--- src/rtl/fb_fetch_if.sv ---
// Memory read bus and pixel stream between fb_fetch (master) and its surroundings (slave).
interface fb_fetch_if;
  logic        mem_req_valid;
  logic        mem_req_ready;
  logic [31:0] mem_req_addr;
  logic        mem_rsp_valid;
  logic [31:0] mem_rsp_data;
  logic        pixel_empty_n;
  logic [31:0] pixel_word;
  logic        pixel_deq;
  logic        underflow;

  modport master (
    output mem_req_valid, mem_req_addr, pixel_empty_n, pixel_word, underflow,
    input  mem_req_ready, mem_rsp_valid, mem_rsp_data, pixel_deq
  );

  modport slave (
    input  mem_req_valid, mem_req_addr, pixel_empty_n, pixel_word, underflow,
    output mem_req_ready, mem_rsp_valid, mem_rsp_data, pixel_deq
  );
endinterface

--- src/rtl/fb_fetch.sv ---
// Framebuffer fetcher: streams a frame of 32-bit pixel words from memory into a
// credit-limited show-ahead FIFO; a mid-frame restart drains in-flight reads first.
module fb_fetch #(
  parameter int unsigned H_RES = 1024,
  parameter int unsigned V_RES = 768,
  parameter int unsigned DEPTH = 16
) (
  input  logic        pix_clk,
  input  logic        rst,
  input  logic [31:0] fb_base,
  input  logic        frame_start,
  output logic        busy,
  fb_fetch_if.master  bus
);

  localparam int unsigned PtrW = $clog2(DEPTH);
  localparam int unsigned CntW = PtrW + 1;
  localparam logic [19:0] Words = 20'(H_RES * V_RES / 4);

  typedef logic [CntW-1:0] cnt_t;
  typedef logic [CntW:0]   credit_t;
  typedef logic [PtrW-1:0] ptr_t;

  typedef enum logic [1:0] {StIdle, StFetch, StFlush} state_e;

  state_e      state_q, state_d;
  logic [31:0] addr_q, addr_d;
  logic [19:0] req_cnt_q, req_cnt_d;
  cnt_t        outst_q, outst_d;
  cnt_t        count_q, count_d;
  ptr_t        wr_ptr_q, wr_ptr_d;
  ptr_t        rd_ptr_q, rd_ptr_d;
  logic        req_valid_q, req_valid_d;
  logic        underflow_q, underflow_d;
  logic [31:0] fifo_mem [DEPTH];

  logic        hs, rsp_ok, deq_ok, enq, enq_ok, clear;
  logic [31:0] base_aligned;
  credit_t     credit;

  assign base_aligned = fb_base & 32'hFFFF_FFFC;
  assign hs     = req_valid_q & bus.mem_req_ready;
  // Responses with nothing outstanding (e.g. stragglers from before reset) are dropped.
  assign rsp_ok = bus.mem_rsp_valid && (outst_q != '0) && (state_q != StIdle);
  assign deq_ok = bus.pixel_deq && (count_q != '0);

  always_ff @(posedge pix_clk) begin
    if (rst) begin
      state_q     <= StIdle;
      addr_q      <= '0;
      req_cnt_q   <= '0;
      outst_q     <= '0;
      count_q     <= '0;
      wr_ptr_q    <= '0;
      rd_ptr_q    <= '0;
      req_valid_q <= 1'b0;
      underflow_q <= 1'b0;
    end else begin
      state_q     <= state_d;
      addr_q      <= addr_d;
      req_cnt_q   <= req_cnt_d;
      outst_q     <= outst_d;
      count_q     <= count_d;
      wr_ptr_q    <= wr_ptr_d;
      rd_ptr_q    <= rd_ptr_d;
      req_valid_q <= req_valid_d;
      underflow_q <= underflow_d;
    end
  end

  always_ff @(posedge pix_clk) begin
    if (!rst && enq_ok) begin
      fifo_mem[wr_ptr_q] <= bus.mem_rsp_data;
    end
  end

  always_comb begin
    state_d   = state_q;
    addr_d    = hs ? addr_q + 32'd4 : addr_q;
    req_cnt_d = hs ? req_cnt_q + 20'd1 : req_cnt_q;
    outst_d   = outst_q + cnt_t'(hs) - cnt_t'(rsp_ok);
    clear     = 1'b0;
    enq       = 1'b0;
    unique case (state_q)
      StIdle: begin
        if (frame_start) begin
          addr_d    = base_aligned;
          req_cnt_d = '0;
          state_d   = StFetch;
        end
      end
      StFetch: begin
        enq = rsp_ok;
        if (frame_start) begin
          clear  = 1'b1;
          addr_d = base_aligned;
          // Includes a request accepted this very cycle, so its response is flushed too.
          if (outst_d != '0) begin
            state_d = StFlush;
          end else begin
            req_cnt_d = '0;
          end
        end else if (req_cnt_q == Words && outst_q == '0) begin
          state_d = StIdle;
        end
      end
      StFlush: begin
        if (frame_start) begin
          addr_d = base_aligned;
        end
        if (outst_d == '0) begin
          state_d   = StFetch;
          req_cnt_d = '0;
        end
      end
      default: state_d = StIdle;
    endcase

    // Credit accounting keeps the FIFO from overflowing; the full guard only protects
    // contents against a misbehaving memory.
    enq_ok = enq && !clear && ((count_q != cnt_t'(DEPTH)) || deq_ok);

    if (clear) begin
      count_d  = '0;
      wr_ptr_d = '0;
      rd_ptr_d = '0;
    end else begin
      count_d  = count_q + cnt_t'(enq_ok) - cnt_t'(deq_ok);
      wr_ptr_d = wr_ptr_q + ptr_t'(enq_ok);
      rd_ptr_d = rd_ptr_q + ptr_t'(deq_ok);
    end

    credit      = {1'b0, count_d} + {1'b0, outst_d};
    req_valid_d = (state_d == StFetch) && (req_cnt_d < Words) && (credit < credit_t'(DEPTH));
    underflow_d = bus.pixel_deq && (count_q == '0);
  end

  always_comb begin
    busy              = (state_q != StIdle);
    bus.mem_req_valid = req_valid_q;
    bus.mem_req_addr  = addr_q;
    bus.pixel_empty_n = (count_q != '0);
    bus.pixel_word    = (count_q != '0) ? fifo_mem[rd_ptr_q] : '0;
    bus.underflow     = underflow_q;
  end

endmodule

--- src/flat_wrapper.sv ---
// flat-port wrapper written by rule: the top's interface ports become plain ports
module fb_fetch_flat 
#(
  parameter int unsigned H_RES = 1024,
  parameter int unsigned V_RES = 768,
  parameter int unsigned DEPTH = 16
)
  (pix_clk, rst, fb_base, frame_start, busy, bus_mem_req_valid, bus_mem_req_addr, bus_pixel_empty_n, bus_pixel_word, bus_underflow, bus_mem_req_ready, bus_mem_rsp_valid, bus_mem_rsp_data, bus_pixel_deq);
  fb_fetch_if bus_i ();
  input  logic pix_clk;
  input  logic rst;
  input  logic [31:0] fb_base;
  input  logic frame_start;
  output logic busy;
  output wire logic [$bits(bus_i.mem_req_valid)-1:0] bus_mem_req_valid;
  output wire logic [$bits(bus_i.mem_req_addr)-1:0] bus_mem_req_addr;
  output wire logic [$bits(bus_i.pixel_empty_n)-1:0] bus_pixel_empty_n;
  output wire logic [$bits(bus_i.pixel_word)-1:0] bus_pixel_word;
  output wire logic [$bits(bus_i.underflow)-1:0] bus_underflow;
  input wire logic [$bits(bus_i.mem_req_ready)-1:0] bus_mem_req_ready;
  input wire logic [$bits(bus_i.mem_rsp_valid)-1:0] bus_mem_rsp_valid;
  input wire logic [$bits(bus_i.mem_rsp_data)-1:0] bus_mem_rsp_data;
  input wire logic [$bits(bus_i.pixel_deq)-1:0] bus_pixel_deq;
  assign bus_mem_req_valid = bus_i.mem_req_valid;
  assign bus_mem_req_addr = bus_i.mem_req_addr;
  assign bus_pixel_empty_n = bus_i.pixel_empty_n;
  assign bus_pixel_word = bus_i.pixel_word;
  assign bus_underflow = bus_i.underflow;
  assign bus_i.mem_req_ready = bus_mem_req_ready;
  assign bus_i.mem_rsp_valid = bus_mem_rsp_valid;
  assign bus_i.mem_rsp_data = bus_mem_rsp_data;
  assign bus_i.pixel_deq = bus_pixel_deq;
  fb_fetch #(.H_RES(H_RES), .V_RES(V_RES), .DEPTH(DEPTH)) u_core (.pix_clk(pix_clk), .rst(rst), .fb_base(fb_base), .frame_start(frame_start), .busy(busy), .bus(bus_i));
endmodule
--- config.mk ---
export PLATFORM = sky130hd
export DESIGN_NAME = fb_fetch_flat
export DESIGN_NICKNAME = d
export VERILOG_FILES = /design/src/rtl/fb_fetch_if.sv /design/src/rtl/fb_fetch.sv /design/src/flat_wrapper.sv
export SDC_FILE = /design/constraint.sdc
export NUM_CORES = 1
export LEC_CHECK = 0
export ABC_AREA = 1
export BUFFER_PORTS_ARGS = -buffer_cell sky130_fd_sc_hd__buf_2
export CAP_MARGIN = 20
export CORE_ASPECT_RATIO = 1.4
export CORE_MARGIN = 3
export CORE_UTILIZATION = 55
export DETAILED_ROUTE_END_ITERATION = 8
export GPL_TIMING_DRIVEN = 0
export PLACE_DENSITY = 0.77
export REMOVE_ABC_BUFFERS = 1
export SLEW_MARGIN = 20
export SYNTH_ARGS = -nofsm -noshare
export SYNTH_HDL_FRONTEND = slang
export SYNTH_SLANG_ARGS = --single-unit
--- constraint.sdc ---
create_clock -name pix_clk -period 3.1 [get_ports pix_clk]
set_input_delay 0.62 -clock pix_clk [delete_from_list [all_inputs] [get_ports pix_clk]]
set_output_delay 0.62 -clock pix_clk [all_outputs]
set_load 0.02 [all_outputs]
==> flow_metrics.env, run 1 <==
export IMPL_yosysTopAreaCell="edfxtp_1"
export IMPL_track_usage_pct=27.0
export IMPL_synth_top_cells_by_area="edfxtp_1 (63%), nor2_1 (6.1%), o21ai_0 (6.0%), dfxtp_1 (5.9%), o221ai_1 (3.7%)"
export IMPL_area_growth_pct=18.6
export IMPL_clock_latency_ns=0.58
export IMPL_r2r_slack_ns=-0.15
export IMPL_setup_slack_ns=-0.149
export IMPL_fin_setup_tns_ns=-0.274
export IMPL_powerDensity_nw_per_um2=776
export IMPL_vias_per_cell=6.45
export IMPL_crit_slowest_cell="fa_2"
export IMPL_wl_per_cell_microns=24.3
export IMPL_ys_ff_latch=584
export IMPL_dp_slack_ns=-0.871
export IMPL_cpLargestDelayFamily="adder cells"
export IMPL_p_total_uw=22400
export IMPL_placed_area_sq_um=26000
export IMPL_grtUsageMet1_pct=31.7
export IMPL_outcome="complete, but fails checks"
export IMPL_seqCellArea_sq_um=16800
export IMPL_drt_first_pass_iters=6
export IMPL_htree_levels=2
export IMPL_synthCells=2075
export IMPL_grt_pass1_wl_mm=97.4
export IMPL_finalHoldViolCount=0
export IMPL_start_kind="register"
export IMPL_yosys_warnings=0
export IMPL_io_buffers=133
export IMPL_start_util_pct=56.1
export IMPL_min_period_ns=3.25
export IMPL_hpwl_mm=33.7
export IMPL_worst_ir_drop_vdd_uv=758
export IMPL_vias=18300
export IMPL_die_w_microns=184
export IMPL_tightest_slew_ns=1.32
export IMPL_cp_arrival_ns=3.76
export IMPL_cts_hold_buf=0
export IMPL_holdCritStartpoint="fb_base[2]"
export IMPL_cts_path_max_buffers=3
export IMPL_rr_worst_depth=22
export IMPL_num_rows=90
export IMPL_cts_tree="built"
export IMPL_critPathRequiredTime_ns=3.61
export IMPL_avgSynthCellArea_sq_um=11.7
export IMPL_drc_errors=0
export IMPL_fp_coreArea_sq_um=43400
export IMPL_critPathMaxFanout=2
export IMPL_cp_num_buf_inv=4
export IMPL_nets=2337
export IMPL_r2r_end="u_core.bus.mem_req_valid$_SDFF_PP0_"
export IMPL_hp_class="input pin to register"
export IMPL_detail_route_antenna_nets=0
export IMPL_synth_edf_count=512
export IMPL_grt_pass1_vias=18000
export IMPL_rsz0062_at_grt="yes"
export IMPL_synth_async_reset_ratio_pct=0
export IMPL_fin_util_pct=66.5
export IMPL_p_leak_uw=0.0102
export IMPL_die_h_microns=255
export IMPL_ys_seq_area_share_pct=69.1
export IMPL_cap_violations=0
export IMPL_design_die_area_sq_um=46800
export IMPL_cts_sinks=584
export IMPL_drt_iter0_drc=2292
export IMPL_multi_input_area_sq_um=6830
export IMPL_yosys_area_top_type_share_pct=63.2
export IMPL_io_pin_count=138
export IMPL_hold_depth=3
export IMPL_setup_violations_final=4
export IMPL_path_common_cell="nor2_1"
export IMPL_place_gp_congestion=0.841
export IMPL_crit_chain="inv_2 -> ha_4 -> nand3_4 -> nor2_4 -> inv_2 -> nand2_2 -> inv_2 -> ha_4 -> inv_2 -> ha_4 -> fa_2 -> a21oi_2 -> nor2_1 -> nor2_1 -> xor2_1 -> nor2_1 -> ha_1 -> nor3_2 -> nand2_1 -> nor2_1 -> nand2_1 -> nor2_1"
export IMPL_hold_end="u_core.bus.mem_req_addr[2]$_SDFF_PP0_"
export IMPL_grt_busiest_layer="met2"
export IMPL_grt_max_degree=73
export IMPL_max_freq_mhz=308
export IMPL_r2r_start="u_core.count_q[3]$_SDFF_PP0_"
export IMPL_cp_slowest_stage_delay_ns=0.36
export IMPL_end_kind="register"
export IMPL_max_slew_margin_pct=11.6
export IMPL_syn_area_sq_um=24300
export IMPL_layout_drive_gt1_share_pct=17.5
export IMPL_clk_pin_slew_ns=0.06
export IMPL_fin_crit_sh_pct=105
export IMPL_synthFlopType="edfxtp_1"
export IMPL_violations="negative setup slack"
export IMPL_cts_root_buffer="clkbuf_16"
export IMPL_crit_type="register to register"
export IMPL_skew_ns=0.0168
export IMPL_slew_violations=0
export IMPL_fillers=2809
export IMPL_cts_made_buffers=49
export IMPL_ys_types=45
export IMPL_groute_layer_met3_usage_pct=5.43
export IMPL_routed_wl_mm=69.0
export IMPL_overflow=0
export IMPL_grt_antenna_before_repair=6
export IMPL_fin_area_sq_um=28800
export IMPL_grt_met2_usage_pct=46.6
[state kept, by name, summed over array words and instances, names as in the netlist]
signal,count
u_core.outst_q,5
u_core.state_q,2
u_core.count_q,5
u_core.bus.mem_req_valid,1
u_core.wr_ptr_q,4
u_core.req_cnt_q,20
u_core.bus.underflow,1
u_core.bus.mem_req_addr,30
u_core.rd_ptr_q,4
u_core.fifo_mem,512
[worst min-delay path, cell delays in order]
cell and delay (ns):
buf_2 0.07, o21ai_0 0.07, a21oi_1 0.11
[metal layers]
| metal | vias to the layer above | part of all wire [%] |
|---|---|---|
| met1 | 8810 | 34 |
| met3 | 284 | 11 |
| met2 | 1346 | 49 |
| li1 | 7838 | - |
| met5 | - | 0.038 |
| met4 | 4 | 5.8 |
[kinds of logic (layout without fill, tap and decap cells)]
family / count (synthesis) / in the layout / share of synthesized area (%)
other: 1 / 7 / 0.0154
buffers and inverters: 243 / 443 / 4.18
adders and majority gates: 25 / 25 / 1.35
and+or+nand+nor: 693 / 696 / 11.9
AOI/OAI and AO/OA: 495 / 495 / 12.1
DFF: 584 / 584 / 69.1
xor gates and xnor gates: 34 / 34 / 1.26
[stage by stage]
step	hold WS [ns]	std cells
floorplan	0.492	1957
global placement	0.505	2642
finish	0.331	2836
global route	0.341	2833
detailed placement	0.514	2673
CTS	0.312	2800
[cell type report]
| cell class | count | area share, % |
|---|---|---|
| sequential | 584 | 58.4 |
| clock inverter | 30 | 1.09 |
| timing repair inverter | 3 | 0.108 |
| timing repair buffer | 228 | 7.97 |
| multi-input combinational | 1252 | 23.7 |
| antenna | 5 | 0.0434 |
| clock buffer | 58 | 4.52 |
| inverter | 124 | 1.84 |
| tap | 552 | 2.39 |
[cell usage in the layout (no fill, tap or decap), types with 5 or more instances in the layout]
cell	count
edfxtp_1	512
nor2_1	375
o21ai_0	291
nand2_1	136
buf_2	126
inv_1	112
o221ai_1	104
nand3_1	97
dfxtp_1	64
clkbuf_16	60
buf_4	47
a21oi_1	28
o22ai_1	24
xnor2_1	21
buf_16	21
nor2_4	20
ha_1	19
buf_12	19
o21bai_1	17
o21ai_1	13
xor2_1	12
nor3_1	12
a21oi_2	12
nand4_1	11
clkinv_2	10
nand2_2	9
nand3b_1	8
nor2_2	7
inv_2	7
clkbuf_1	7
bufinv_16	6
diode_2	5
clkinv_1	5
nor3_2	5
[power by group]
group | total, uW | internal, uW | switching, uW
combinational | 7310 | 2720 | 4590
clock | 6280 | 3510 | 2770
sequential | 8790 | 8670 | 127
[timing repair]
item	CTS	global route
setup endpoints to repair	52	72
buffers inserted	29	19
resized for setup	42	39
pin swaps	17	17
gates cloned	10	12
endpoints found under the hold margin	0	0
[cells in the mapped netlist, types with 11 or more instances]
cell type and n:
edfxtp_1 512, nor2_1 394, o21ai_0 294, nand2_1 141
inv_1 118, o221ai_1 104, nand3_1 100, dfxtp_1 72
clkbuf_1 64, a21oi_1 40, buf_2 35, o22ai_1 24
ha_1 23, xnor2_1 21, o21bai_1 17, nor3_1 14
xor2_1 12, nand4_1 11
[worst max-delay path by stage]
stage | start | to | slack [ns] | depth (start not counted)
2_1_floorplan | u_core.rd_ptr_q[0]$_SDFF_PP0_ | bus_pixel_word[11] | -5.70 | 7
3_3_place_gp | u_core.rd_ptr_q[0]$_SDFF_PP0_ | bus_pixel_word[4] | -12.47 | 8
3_5_place_dp | u_core.count_q[3]$_SDFF_PP0_ | u_core.bus.mem_req_valid$_SDFF_PP0_ | -0.87 | 22
4_1_cts | u_core.count_q[3]$_SDFF_PP0_ | u_core.bus.mem_req_valid$_SDFF_PP0_ | -0.13 | 22
5_1_grt | u_core.count_q[3]$_SDFF_PP0_ | u_core.bus.mem_req_valid$_SDFF_PP0_ | -0.38 | 23
6_report | u_core.count_q[3]$_SDFF_PP0_ | u_core.bus.mem_req_valid$_SDFF_PP0_ | -0.15 | 22
Power figures use the tool's default switching activity.
==> run 2: changes to the inputs <==
- CORE_MARGIN: 3 -> 2
- CORE_UTILIZATION: 55 -> 30
- PLACE_DENSITY: 0.77 -> 0.48
==> flow_metrics.env, run 2 (synthesis results as in run 1) <==
export IMPL_cts_tree="built"
export IMPL_hpwl_mm=40.0
export IMPL_tightest_slew_ns=0.800
export IMPL_io_pin_count=138
export IMPL_num_rows=123
export IMPL_drt_first_pass_iters=5
export IMPL_vias_per_cell=5.12
export IMPL_antenna_cells=0
export IMPL_holdCritStartpoint="fb_base[2]"
export IMPL_die_h_microns=341
export IMPL_r2r_slack_ns=-0.03
export IMPL_setup_violations_final=1
export IMPL_max_slew_margin_pct=46.5
export IMPL_design_die_area_sq_um=83400
export IMPL_worst_ir_drop_vdd_uv=500
export IMPL_fin_util_pct=37.8
export IMPL_routed_wl_mm=75.1
export IMPL_fin_area_sq_um=30400
export IMPL_crit_type="register to register"
export IMPL_place_gp_congestion=0.789
export IMPL_grt_antenna_before_repair=7
export IMPL_skew_ns=0.0452
export IMPL_cap_violations=0
export IMPL_top_register="u_core.fifo_mem"
export IMPL_die_w_microns=245
export IMPL_rsz0062_at_grt="yes"
export IMPL_detail_route_antenna_nets=0
export IMPL_grt_pass1_vias=17400
export IMPL_drt_iter0_drc=1321
export IMPL_io_buffers=133
export IMPL_slew_violations=0
export IMPL_critPathMaxFanout=2
export IMPL_crit_slowest_cell="fa_2"
export IMPL_fin_cells=3370
export IMPL_min_period_ns=3.13
export IMPL_dp_cells=3193
export IMPL_end_kind="register"
export IMPL_layout_common_cells="edfxtp_1 (512), nor2_1 (376), o21ai_0 (287)"
export IMPL_fin_crit_sh_pct=101
export IMPL_hp_class="input pin to register"
export IMPL_clk_pin_slew_ns=0.06
export IMPL_wl_per_cell_microns=22.3
export IMPL_cts_path_max_buffers=3
export IMPL_nets=2353
export IMPL_htree_levels=2
export IMPL_violations="negative setup slack"
export IMPL_cpLargestDelayFamily="adder cells"
export IMPL_grt_max_degree=70
export IMPL_fin_setup_tns_ns=-0.0324
export IMPL_cts_sinks=584
export IMPL_p_leak_uw=0.0105
export IMPL_setup_slack_ns=-0.0324
export IMPL_cts_hold_buf=0
export IMPL_crit_chain="inv_2 -> ha_4 -> nand3_4 -> nor2_4 -> inv_2 -> nand2_2 -> inv_2 -> ha_4 -> inv_2 -> ha_4 -> fa_2 -> a21oi_2 -> nor2_1 -> nor2_1 -> xor2_1 -> nor2_1 -> ha_1 -> nor3_2 -> nand2_1 -> nor2_2 -> nand2_1 -> nor2_1"
export IMPL_finalHoldViolCount=0
export IMPL_start_util_pct=30.3
export IMPL_layout_commonest_cell="edfxtp_1"
export IMPL_overflow=0
export IMPL_drc_errors=0
export IMPL_r2r_start="u_core.count_q[3]$_SDFF_PP0_"
export IMPL_start_kind="register"
export IMPL_area_growth_pct=25.0
export IMPL_vias=17300
export IMPL_cp_slowest_stage_delay_ns=0.35
export IMPL_max_freq_mhz=319
export IMPL_cts_root_buffer="clkbuf_16"
export IMPL_outcome="complete, but fails checks"
export IMPL_fp_coreArea_sq_um=80300
export IMPL_powerDensity_nw_per_um2=772
export IMPL_cp_num_buf_inv=4
export IMPL_grt_pass1_wl_mm=109
export IMPL_layout_drive_gt1_share_pct=18.5
export IMPL_cp_arrival_ns=3.68
export IMPL_clock_latency_ns=0.65
export IMPL_cts_made_buffers=59
export IMPL_largest_reg_flops=512
export IMPL_placed_area_sq_um=27000
export IMPL_cp_startpoint="u_core.count_q[3]$_SDFF_PP0_"
export IMPL_track_usage_pct=17.4
export IMPL_critPathRequiredTime_ns=3.65
## run 2: what timing repair did
| action | in CTS | in global routing |
|---|---|---|
| cloned | 17 | 12 |
| resized for setup | 69 | 61 |
| setup endpoints to repair | 51 | 117 |
| buffers inserted | 27 | 10 |
| pin swaps | 25 | 30 |
## run 2: metal layers
| metal | up-vias | GRT usage (%) | part of all wire, % |
|---|---|---|---|
| li1 | 7897 | - | - |
| met1 | 8688 | 21.4 | 41 |
| met2 | 532 | 30.6 | 51 |
| met3 | 131 | 3.27 | 6.1 |
| met4 | 8 | 5.23 | 2.7 |
| met5 | - | 0 | 0.072 |
## run 2: worst paths after layout
kind                                                               to  cells past startpoint
worst max-delay path              u_core.bus.mem_req_valid$_SDFF_PP0_                     22
worst min-delay path            u_core.bus.mem_req_addr[2]$_SDFF_PP0_                      3
worst max register to register    u_core.bus.mem_req_valid$_SDFF_PP0_                     22
worst min register to register         u_core.req_cnt_q[0]$_SDFF_PP0_                      2
## run 2: power breakdown
group / switching [uW] / internal (uW) / total [uW]
sequential: 134 / 8670 / 8800
clock: 3110 / 4010 / 7130
combinational: 4650 / 2900 / 7550
## run 2: area by class of cell
type	count	area [sq um]
Inverter	124	514
Clock buffer	69	1510
Timing Repair inverter	5	90.1
Clock inverter	42	414
Sequential cell	584	16800
Multi-Input combinational cell	1251	6900
Tap cell	1062	1330
Timing Repair Buffer	233	2810
Fill cell	7710	49900
## run 2: worst min-delay path, cell delays in order
cell	delay, ns
buf_2	0.07
o21ai_0	0.08
a21oi_1	0.11
## run 2: through the flow
stage	power [uW]	setup WS [ns]	hold slack (ns)
finish	23500	-0.0324	0.285
global route	24600	-0.256	0.294
CTS	23000	-0.142	0.257
detailed placement	14500	-0.605	0.512
global placement	12800	-14.47	0.503
floorplan	12400	-5.70	0.492
==> run 3: changes to the inputs <==
- BUFFER_PORTS_ARGS: -buffer_cell sky130_fd_sc_hd__buf_2 -> default
- DONT_BUFFER_PORTS: default -> 1
- PLACE_DENSITY: 0.48 -> 0.46
==> flow_metrics.env, run 3 (synthesis results as in run 1) <==
export IMPL_start_kind="register"
export IMPL_min_period_ns=3.20
export IMPL_largest_reg_flops=512
export IMPL_cp_slowest_stage_delay_ns=0.34
export IMPL_outcome="complete, but fails checks"
export IMPL_grt_pass1_vias=16800
export IMPL_hold_depth=1
export IMPL_finalHoldViolCount=0
export IMPL_layout_commonest_cell="edfxtp_1"
export IMPL_hold_end="u_core.outst_q[1]$_SDFF_PP0_"
export IMPL_design_die_area_sq_um=83400
export IMPL_wl_per_cell_microns=23.8
export IMPL_cts_hold_buf=0
export IMPL_setup_slack_ns=-0.102
export IMPL_cp_num_buf_inv=4
export IMPL_r2r_start="u_core.count_q[2]$_SDFF_PP0_"
export IMPL_grt_pass1_wl_mm=110
export IMPL_critPathRequiredTime_ns=3.67
export IMPL_detail_route_antenna_nets=0
export IMPL_area_growth_pct=23.5
export IMPL_overflow=0
export IMPL_worst_ir_drop_vdd_uv=552
export IMPL_hp_class="input pin to register"
export IMPL_num_rows=123
export IMPL_nets=2226
export IMPL_crit_type="register to register"
export IMPL_max_freq_mhz=312
export IMPL_die_h_microns=341
export IMPL_cp_arrival_ns=3.77
export IMPL_powerDensity_nw_per_um2=779
export IMPL_rsz0062_at_grt="yes"
export IMPL_fin_crit_sh_pct=103
export IMPL_grt_max_degree=71
export IMPL_cp_num_cells=22
export IMPL_cts_made_buffers=61
export IMPL_cts_sinks=584
export IMPL_path_common_cell="nor2_1"
export IMPL_layout_common_cells="edfxtp_1 (512), nor2_1 (376), o21ai_0 (290)"
export IMPL_htree_levels=2
export IMPL_skew_ns=0.0256
export IMPL_cts_tree="built"
export IMPL_crit_slowest_cell="fa_2"
export IMPL_fin_area_sq_um=30000
export IMPL_max_slew_margin_pct=13.7
export IMPL_vias_per_cell=5.20
export IMPL_setup_violations_final=1
export IMPL_hpwl_mm=40.7
export IMPL_rr_worst_depth=22
export IMPL_layout_drive_gt1_share_pct=14.5
export IMPL_track_usage_pct=17.7
export IMPL_end_kind="register"
export IMPL_io_buffers=0
export IMPL_cpLargestDelayFamily="adder cells"
export IMPL_fp_coreArea_sq_um=80300
export IMPL_start_util_pct=30.3
export IMPL_io_pin_count=138
export IMPL_antenna_cells=0
export IMPL_vias=16900
export IMPL_crit_chain="inv_2 -> ha_4 -> nand3_4 -> nor2_4 -> inv_4 -> nand2_2 -> inv_2 -> ha_4 -> inv_2 -> ha_4 -> fa_2 -> a21oi_2 -> nor2_1 -> nor2_1 -> xor2_1 -> nor2_1 -> ha_1 -> nor3_2 -> nand2_1 -> nor2_1 -> nand2_1 -> nor2_2"
export IMPL_clock_latency_ns=0.64
export IMPL_top_register="u_core.fifo_mem"
export IMPL_critPathMaxFanout=3
export IMPL_drt_first_pass_iters=5
export IMPL_clk_pin_slew_ns=0.06
export IMPL_drc_errors=0
export IMPL_grt_antenna_before_repair=1
export IMPL_r2r_end="u_core.bus.mem_req_valid$_SDFF_PP0_"
export IMPL_r2r_slack_ns=-0.10
export IMPL_slew_violations=0
export IMPL_die_w_microns=245
export IMPL_p_total_uw=23400
export IMPL_routed_wl_mm=77.1
export IMPL_placed_area_sq_um=26400
export IMPL_drt_iter0_drc=1277
export IMPL_p_leak_uw=0.0101
export IMPL_cts_root_buffer="clkbuf_16"
export IMPL_cap_violations=0
export IMPL_cts_path_max_buffers=3
export IMPL_violations="negative setup slack"
export IMPL_place_gp_congestion=0.782
export IMPL_holdCritStartpoint="rst"
export IMPL_tightest_slew_ns=1.29
## run 3: worst max path at each step
stage / from / to / slack, ns
5_1_grt: u_core.count_q[2]$_SDFF_PP0_ / u_core.bus.mem_req_valid$_SDFF_PP0_ / -0.31
3_5_place_dp: u_core.count_q[2]$_SDFF_PP0_ / u_core.bus.mem_req_valid$_SDFF_PP0_ / -1.03
2_1_floorplan: u_core.rd_ptr_q[0]$_SDFF_PP0_ / bus_pixel_word[11] / -5.70
6_report: u_core.count_q[2]$_SDFF_PP0_ / u_core.bus.mem_req_valid$_SDFF_PP0_ / -0.10
4_1_cts: u_core.count_q[3]$_SDFF_PP0_ / u_core.bus.mem_req_valid$_SDFF_PP0_ / -0.21
3_3_place_gp: u_core.rd_ptr_q[0]$_SDFF_PP0_ / bus_pixel_word[11] / -14.79
## run 3: power by group
part | internal, uW | switching, uW | leakage [uW] | total, uW
Sequential | 8670 | 185 | 0.00519 | 8860
Combinational | 2570 | 4610 | 0.00392 | 7180
Clock | 4280 | 3080 | 0.000984 | 7360
## run 3: worst register-to-register path: cells and delay by family, from the launching register on
family / cells / cell delay [ns]
flops: 1 / 0.33
xor+xnor: 1 / 0.22
fa+ha+maj: 5 / 1.20
compound gates: 1 / 0.12
buf+inv: 4 / 0.23
simple gates: 11 / 1.02
## run 3: repair_timing
action | CTS | global route
cloned | 18 | 11
buffers inserted | 25 | 14
pin swaps | 33 | 40
setup endpoints to repair | 64 | 105
resized for setup | 99 | 35
## run 3: metrics by stage
step                      setup TNS [ns]  instances  worst slack (ns)  utilization, %  hold slack (ns)
after floorplan                  -206.76       1957             -5.70               -            0.492
after global placement          -1722.15       3019            -14.79            31.2            0.504
after detailed placement          -13.82       3064             -1.03            32.9            0.515
after CTS                         -0.259       3216            -0.206            36.8          0.00440
after global routing              -0.439       3239            -0.305            37.4          0.00873
final                             -0.102       3239            -0.102            37.4           0.0442
## run 3: metal layers
| layer | track usage, % | vias to the layer above | part of all wire, % |
|---|---|---|---|
| li1 | - | 7640 | - |
| met1 | 21.9 | 8572 | 41 |
| met2 | 31.1 | 527 | 50 |
| met3 | 3.59 | 114 | 6.3 |
| met4 | 5.58 | 0 | 2.7 |
| met5 | 0 | - | 0 |
## run 3: area by class of cell
| cell class | instances | area (sq um) |
|---|---|---|
| Clock buffer | 76 | 1630 |
| Multi-Input combinational cell | 1251 | 7120 |
| Inverter | 124 | 514 |
| Timing Repair Buffer | 104 | 2170 |
| Tap cell | 1062 | 1330 |
| Sequential cell | 584 | 16800 |
| Clock inverter | 33 | 362 |
| Fill cell | 7668 | 50300 |
| Timing Repair inverter | 5 | 75.1 |
